==> src/rtl/gfx_rom_arbiter_if.sv <==
// Bus bundle between the video fetch requesters, the ROM arbiter and the ROM/SDRAM bridge.
// slave: arbiter side; master: requesters plus ROM bridge side (used by the environment).
interface gfx_rom_arbiter_if #(
  parameter int unsigned AW = 16,
  parameter int unsigned DW = 8
);
  localparam int unsigned NREQ = 4;

  logic [NREQ-1:0]    req;
  logic [NREQ*AW-1:0] req_addr;
  logic [NREQ-1:0]    ack;
  logic [DW-1:0]      data_out;
  logic               err;
  logic               rom_rd;
  logic [AW-1:0]      rom_addr;
  logic               rom_valid;
  logic [DW-1:0]      rom_data;

  modport slave (
    input  req, req_addr, rom_valid, rom_data,
    output ack, data_out, err, rom_rd, rom_addr
  );

  modport master (
    output req, req_addr, rom_valid, rom_data,
    input  ack, data_out, err, rom_rd, rom_addr
  );
endinterface

==> src/rtl/gfx_rom_arbiter.sv <==
// Four-way round-robin arbiter sharing one graphics ROM read port, one read in flight, timeout abort.
// Optional: define SPRITE_PRIORITY_EN to let requester 3 (sprites) win whenever it requests.
module gfx_rom_arbiter #(
  parameter int unsigned AW      = 16,
  parameter int unsigned DW      = 8,
  parameter int unsigned TIMEOUT = 15
) (
  input  logic            clk,
  input  logic            n_reset,
  gfx_rom_arbiter_if.slave bus
);
  localparam int unsigned NREQ = 4;
  localparam int unsigned GW   = 2;
  localparam int unsigned TW   = 8;
  localparam logic [TW-1:0] TIMEOUT_T = TW'(TIMEOUT);

  localparam logic [1:0] S_IDLE  = 2'd0;
  localparam logic [1:0] S_ISSUE = 2'd1;
  localparam logic [1:0] S_WAIT  = 2'd2;
  localparam logic [1:0] S_DONE  = 2'd3;

  logic [1:0]      state, state_nx;
  logic [GW-1:0]   grant, grant_nx;
  logic [GW-1:0]   ptr, ptr_nx;
  logic            prio, prio_nx;
  logic [TW-1:0]   timer, timer_nx;
  logic [NREQ-1:0] ack_q, ack_nx;
  logic [DW-1:0]   data_q, data_nx;
  logic            err_q, err_nx;
  logic            rd_q, rd_nx;
  logic [AW-1:0]   addr_q, addr_nx;

  logic [GW-1:0]   cand;
  logic [GW-1:0]   rr_pick;
  logic            rr_found;
  logic [GW-1:0]   pick;
  logic            pick_prio;
  logic [AW-1:0]   pick_addr;
  logic            any_req;

  assign any_req = |bus.req;

  // Round-robin search starting one past the last grant, wrapping mod 4
  always_comb begin
    cand     = '0;
    rr_pick  = ptr;
    rr_found = 1'b0;
    for (int k = 1; k <= NREQ; k++) begin
      cand = ptr + GW'(k);
      if (!rr_found && bus.req[cand]) begin
        rr_pick  = cand;
        rr_found = 1'b1;
      end
    end
  end

`ifdef SPRITE_PRIORITY_EN
  // Sprites pre-empt the rotation; such a grant leaves the pointer alone
  always_comb begin
    pick      = rr_pick;
    pick_prio = 1'b0;
    if (bus.req[NREQ-1]) begin
      pick      = GW'(NREQ - 1);
      pick_prio = 1'b1;
    end
  end
`else
  always_comb begin
    pick      = rr_pick;
    pick_prio = 1'b0;
  end
`endif

  always_comb begin
    pick_addr = '0;
    for (int i = 0; i < NREQ; i++) begin
      if (pick == GW'(i)) pick_addr = bus.req_addr[AW*i +: AW];
    end
  end

  // Next-state and next-output logic
  always_comb begin
    state_nx = state;
    grant_nx = grant;
    ptr_nx   = ptr;
    prio_nx  = prio;
    timer_nx = timer;
    ack_nx   = '0;
    err_nx   = 1'b0;
    rd_nx    = 1'b0;
    data_nx  = data_q;
    addr_nx  = addr_q;
    case (state)
      S_IDLE: begin
        if (any_req) begin
          grant_nx = pick;
          prio_nx  = pick_prio;
          addr_nx  = pick_addr;
          rd_nx    = 1'b1;
          state_nx = S_ISSUE;
        end
      end
      S_ISSUE: begin
        timer_nx = '0;
        state_nx = S_WAIT;
      end
      S_WAIT: begin
        // A return on the deadline cycle still counts as a good read
        if (bus.rom_valid) begin
          data_nx  = bus.rom_data;
          ack_nx   = NREQ'(1) << grant;
          state_nx = S_DONE;
        end else if (timer >= TIMEOUT_T) begin
          data_nx  = '1;
          err_nx   = 1'b1;
          ack_nx   = NREQ'(1) << grant;
          state_nx = S_DONE;
        end else if (timer != '1) begin
          timer_nx = timer + TW'(1);
        end
      end
      S_DONE: begin
        if (!prio) ptr_nx = grant;
        state_nx = S_IDLE;
      end
      default: state_nx = S_IDLE;
    endcase
  end

  // State and output registers
  always_ff @(posedge clk or negedge n_reset) begin
    if (!n_reset) begin
      state  <= S_IDLE;
      grant  <= '0;
      ptr    <= GW'(NREQ - 1);
      prio   <= 1'b0;
      timer  <= '0;
      ack_q  <= '0;
      data_q <= '0;
      err_q  <= 1'b0;
      rd_q   <= 1'b0;
      addr_q <= '0;
    end else begin
      state  <= state_nx;
      grant  <= grant_nx;
      ptr    <= ptr_nx;
      prio   <= prio_nx;
      timer  <= timer_nx;
      ack_q  <= ack_nx;
      data_q <= data_nx;
      err_q  <= err_nx;
      rd_q   <= rd_nx;
      addr_q <= addr_nx;
    end
  end

  assign bus.ack      = ack_q;
  assign bus.data_out = data_q;
  assign bus.err      = err_q;
  assign bus.rom_rd   = rd_q;
  assign bus.rom_addr = addr_q;
endmodule
==> src/flat_wrapper.sv <==
// flat-port wrapper written by rule: the top's interface ports become plain ports
module gfx_rom_arbiter_flat 
#(
  parameter int unsigned AW      = 16,
  parameter int unsigned DW      = 8,
  parameter int unsigned TIMEOUT = 15
)
  (clk, n_reset, bus_req, bus_req_addr, bus_rom_valid, bus_rom_data, bus_ack, bus_data_out, bus_err, bus_rom_rd, bus_rom_addr);
  gfx_rom_arbiter_if #(.AW(AW), .DW(DW)) bus_i ();
  input  logic clk;
  input  logic n_reset;
  input wire logic [$bits(bus_i.req)-1:0] bus_req;
  input wire logic [$bits(bus_i.req_addr)-1:0] bus_req_addr;
  input wire logic [$bits(bus_i.rom_valid)-1:0] bus_rom_valid;
  input wire logic [$bits(bus_i.rom_data)-1:0] bus_rom_data;
  output wire logic [$bits(bus_i.ack)-1:0] bus_ack;
  output wire logic [$bits(bus_i.data_out)-1:0] bus_data_out;
  output wire logic [$bits(bus_i.err)-1:0] bus_err;
  output wire logic [$bits(bus_i.rom_rd)-1:0] bus_rom_rd;
  output wire logic [$bits(bus_i.rom_addr)-1:0] bus_rom_addr;
  assign bus_i.req = bus_req;
  assign bus_i.req_addr = bus_req_addr;
  assign bus_i.rom_valid = bus_rom_valid;
  assign bus_i.rom_data = bus_rom_data;
  assign bus_ack = bus_i.ack;
  assign bus_data_out = bus_i.data_out;
  assign bus_err = bus_i.err;
  assign bus_rom_rd = bus_i.rom_rd;
  assign bus_rom_addr = bus_i.rom_addr;
  gfx_rom_arbiter #(.AW(AW), .DW(DW), .TIMEOUT(TIMEOUT)) u_core (.clk(clk), .n_reset(n_reset), .bus(bus_i));
endmodule
==> config.mk <==
export PLATFORM = sky130hd
export DESIGN_NAME = gfx_rom_arbiter_flat
export DESIGN_NICKNAME = d
export VERILOG_FILES = /design/src/rtl/gfx_rom_arbiter_if.sv /design/src/rtl/gfx_rom_arbiter.sv /design/src/flat_wrapper.sv
export SDC_FILE = /design/constraint.sdc
export NUM_CORES = 1
export LEC_CHECK = 0
export ABC_CLOCK_PERIOD_IN_PS = 2100
export CORE_ASPECT_RATIO = 1.2
export CORE_MARGIN = 2
export CORE_UTILIZATION = 25
export CTS_CLUSTER_DIAMETER = 120
export DETAILED_ROUTE_END_ITERATION = 7
export HOLD_SLACK_MARGIN = 0.1
export SLEW_MARGIN = 10
export SYNTH_ARGS = -nofsm -noshare
export SYNTH_HDL_FRONTEND = slang
export SYNTH_SLANG_ARGS = --single-unit
==> constraint.sdc <==
create_clock -name clk -period 2.1 [get_ports clk]
set_input_delay 0.525 -clock clk [delete_from_list [all_inputs] [get_ports clk]]
set_output_delay 0.525 -clock clk [all_outputs]
set_load 0.02 [all_outputs]
==> summary.md <==
| Metric | Value |
|---|---|
| Vias per cell | `about 4.8` |
| # IOs | `109` |
| Yosys warns | `0` |
| Startpoint of the most critical setup path | `bus_req[2]` |
| Most common library cell in the layout ignoring fill and taps | `sky130_fd_sc_hd__clkdlybuf4s50_1` |
| Area of the core | `8990 sq um` |
| TritonCTS buffer count | `5` |
| Wire length of the first global-routing pass | `11600 um` |
| Final Cycle Share | `97.9%` |
| Clock Latency Late Sink | `a little under 300 ps` |
| Measured slew at the worst slew-check pin | `571 ps` |
| Static leakage power | `0.00161 uW` |
| Skew final | `8.14 ps` |
| Distinct cell type count after synthesis | `about 50` |
| # fillers | `just under 900` |
| Run status | `finished clean` |
| Path depth of the worst reg2reg path | `6` |
| Worst-case vdd ir drop | `about 0.00057 V` |
| Cell type of the slowest stage on the worst timing path | `sky130_fd_sc_hd__clkdlybuf4s50_1` |
| Count of final max-slew check failures | `0` |
| Standard-cell rows | `38` |
| Largest net degree at the start of global routing | `45` |
| Critical register-to-register path endpoint | `u_core.bus.rom_addr[10]` |
| Min Tclk post-route | `2060 ps` |
| Remaining global-route overflow | `0` |
| Number of global-route vias before repair | `2364` |
| Hold_buf cts | `0` |
| Die Wd | `91.7 um` |
| # H-tree levels | `2` |
| Ant. Diodes | `0` |
| Sequential-to-total area share from yosys stat | `a little under half` |
| Total of buffers placed on input and output ports | `108` |
| Slowest stage delay, CP | `480 ps` |
| Total stage count of the critical path | `7` |
| Flip-flop and latch count after synthesis | `44` |
| Post-route ant nets | `0` |
| Final non-filler cell area | `3880 sq um` |
| EDFF count, synth | `0` |
| Maximum fanout count along the critical path | `4` |
| Critical path startpoint category | `primary input` |
| Share of async-settable or async-resettable flops after synthesis | `100%` |
| Maximum clock frequency | `486 MHz` |
| Antenna violations before repair | `0` |
| Clk sink count | `between 40 and 50` |
| Critical R2R Launch | `u_core.ptr[0]` |
| Rel. slew slack | `61.9%` |
| Clock edge transition at the registers on the reported setup and hold paths | `80 ps` |
| CP bufs+invs | `2` |
| Violation count after the first detailed-route iteration | `56` |
| Category of the critical setup timing path | `primary input to register` |
| Path class of the lowest-slack min-delay path | `primary input to async pin` |
| Die Outline Area | `10000 sq um` |
| Placed wire-length estimate after detailed placement | `5200 um` |
| Via Count | `about 2200` |
| Die Span Y | `~110 um` |
| Place WS | `-528 ps` |
| Synthesized net count | `between 300 and 400` |
| Summed instance area of the synthesized netlist | `2300 sq um` |
| Root Driver | `sky130_fd_sc_hd__clkbuf_8` |
| Required time of the worst setup path | `between 2000 and 2500 ps` |
| Area post-placement | `3670 sq um` |
| Total GRT Usage | `14.5%` |
| Worst EP arrival | `about 2300 ps` |
| Clock tree from TritonCTS | `yes` |
| Post-synthesis to final-layout area growth | `68.6%` |
| Maximum buffer depth of the clock tree | `2` |
| Starting utilization of the core area | `25.6%` |
| Syn_area_per_cell | `10.6 sq um` |
| DRC Markers | `0` |
| Primary flip-flop cell chosen by synthesis mapping | `sky130_fd_sc_hd__dfrtp_1` |
| Count of final hold-check violations | `0` |
| Mapped Cells | `217` |
| Final setup violation count | `0` |
| Commonest cells after routing, fill and taps aside | `sky130_fd_sc_hd__clkdlybuf4s50_1, sky130_fd_sc_hd__dfrtp_1, sky130_fd_sc_hd__nand2_1, sky130_fd_sc_hd__buf_4, sky130_fd_sc_hd__o21a_1` |
| Max-cap violations | `0` |
| Number of optimization iterations in the first detailed-route pass | `4` |
| Fraction of final layout cells with drive strength greater than 1 | `a little under a fifth` |
| Final weighted congestion of routability-driven global placement | `0.811` |
| Wire length per cell after detailed routing | `15.0 um` |
| Category of cells accounting for the largest share of critical-path delay | `buffers and inverters` |
| Minimum setup slack among reg-to-reg paths | `160 ps` |
| Final nets | `429` |
| Wire length reported by the detailed router | `6970 um` |
| Crit path capture type | `register` |
| Power density over the cells | `1300 nW/um^2` |
| Capturing element of the worst setup path | `u_core.bus.rom_addr[10]` |
| Ordered cell list for the critical path | `clkdlybuf4s50_1 > buf_4 > nand2b_1 > a21oi_2 > or3_4 > a211o_1 > a32o_1` |
| Post-route setup slack | `43.8 ps` |
[area by class of cell]
| type | instances | area (sq um) | share of cell area [%] |
|---|---|---|---|
| Tap cell | 120 | 150 | 3.86 |
| Multi-Input combinational cell | 156 | 1180 | 30.5 |
| Sequential cell | 44 | 1100 | 28.4 |
| Inverter | 3 | 11.3 | 0.290 |
| Timing Repair Buffer | 135 | 1350 | 34.6 |
| Clock buffer | 8 | 90.1 | 2.32 |
[state kept, by name (all words and copies together) (netlist names)]
| name | flops |
|---|---|
| u_core.bus.rom_addr | 16 |
| u_core.state | 2 |
| u_core.bus.rom_rd | 1 |
| u_core.bus.ack | 4 |
| u_core.ptr | 2 |
| u_core.timer | 8 |
| u_core.bus.data_out | 8 |
| u_core.bus.err | 1 |
| u_core.grant | 2 |
[synth_stat cells (all sizes together), types with 2 or more instances]
cell type | n | area share [%]
a211oi | 15 | 4.9
a21oi | 3 | 0.81
a31oi | 3 | 0.81
and3 | 3 | 0.87
buf | 9 | 2.2
clkbuf | 5 | 0.81
dfrtp | 42 | 46
dfstp | 2 | 2.3
ha | 5 | 2.7
inv | 3 | 0.49
mux2 | 5 | 2.6
nand2 | 20 | 3.3
nand2b | 7 | 2.0
nor2 | 9 | 1.9
nor2b | 3 | 0.81
nor3 | 2 | 0.43
nor3b | 2 | 0.65
nor4b | 3 | 1.1
o21a | 16 | 5.2
o22a | 10 | 3.8
o22ai | 16 | 4.6
o31ai | 16 | 5.4
or2 | 2 | 0.65
[repair_timing]
action                                  in CTS  in global routing
setup buffers                                0                  3
pin swaps                                    0                  3
endpoints found under the setup margin      16                 18
gates resized for setup                      3                 15
[per-layer routing]
metal | vias to the layer above | global-route usage, % | part of all wire [%]
li1 | 1080 | - | -
met1 | 1046 | 16.5 | 40
met2 | 84 | 26.0 | 51
met3 | 12 | 4.08 | 6.5
met4 | 0 | 5.19 | 2.5
met5 | - | 0 | 0
[where the power goes]
| part | switching (uW) | internal [uW] | leakage (uW) |
|---|---|---|---|
| Clock | 281 | 269 | 0.0000455 |
| Sequential | 252 | 1210 | 0.000544 |
| Combinational | 1460 | 1570 | 0.00102 |
[worst min-delay path by stage]
stage / from / endpoint / slack (ps)
floorplan: n_reset / u_core.bus.ack[0] / 230
global placement: u_core.bus.rom_addr[9] / u_core.bus.rom_addr[9] / 460
detailed placement: u_core.bus.rom_addr[9] / u_core.bus.rom_addr[9] / 460
CTS: n_reset / u_core.timer[1] / 340
global route: n_reset / u_core.state[1] / 350
finish: n_reset / u_core.state[0] / 310
[per-stage QoR]
stage                     power [uW]  TNS, ps  util, %  hold slack [ps]  cells
after CTS                       4910        0     42.0              336    463
after floorplan                 3050        0        -              229    217
final                           5040        0     43.2              307    466
after global placement          4270    -5900     40.8              462    455
after global routing            5440    -61.8     43.2              353    466
after detailed placement        4320    -6970     40.8              465    455
[kinds of logic after synthesis]
group / Yosys count / synth area share, %
AO/OA/AOI/OAI: 87 / 28.6
XOR/XNOR: 2 / 0.760
adder cells (fa/ha/maj): 5 / 2.71
buffers and inverters: 17 / 3.53
flip-flops: 44 / 47.9
multiplexers: 5 / 2.61
AND/OR/NAND/NOR: 57 / 14.0
(Power assumes the default switching activity.)
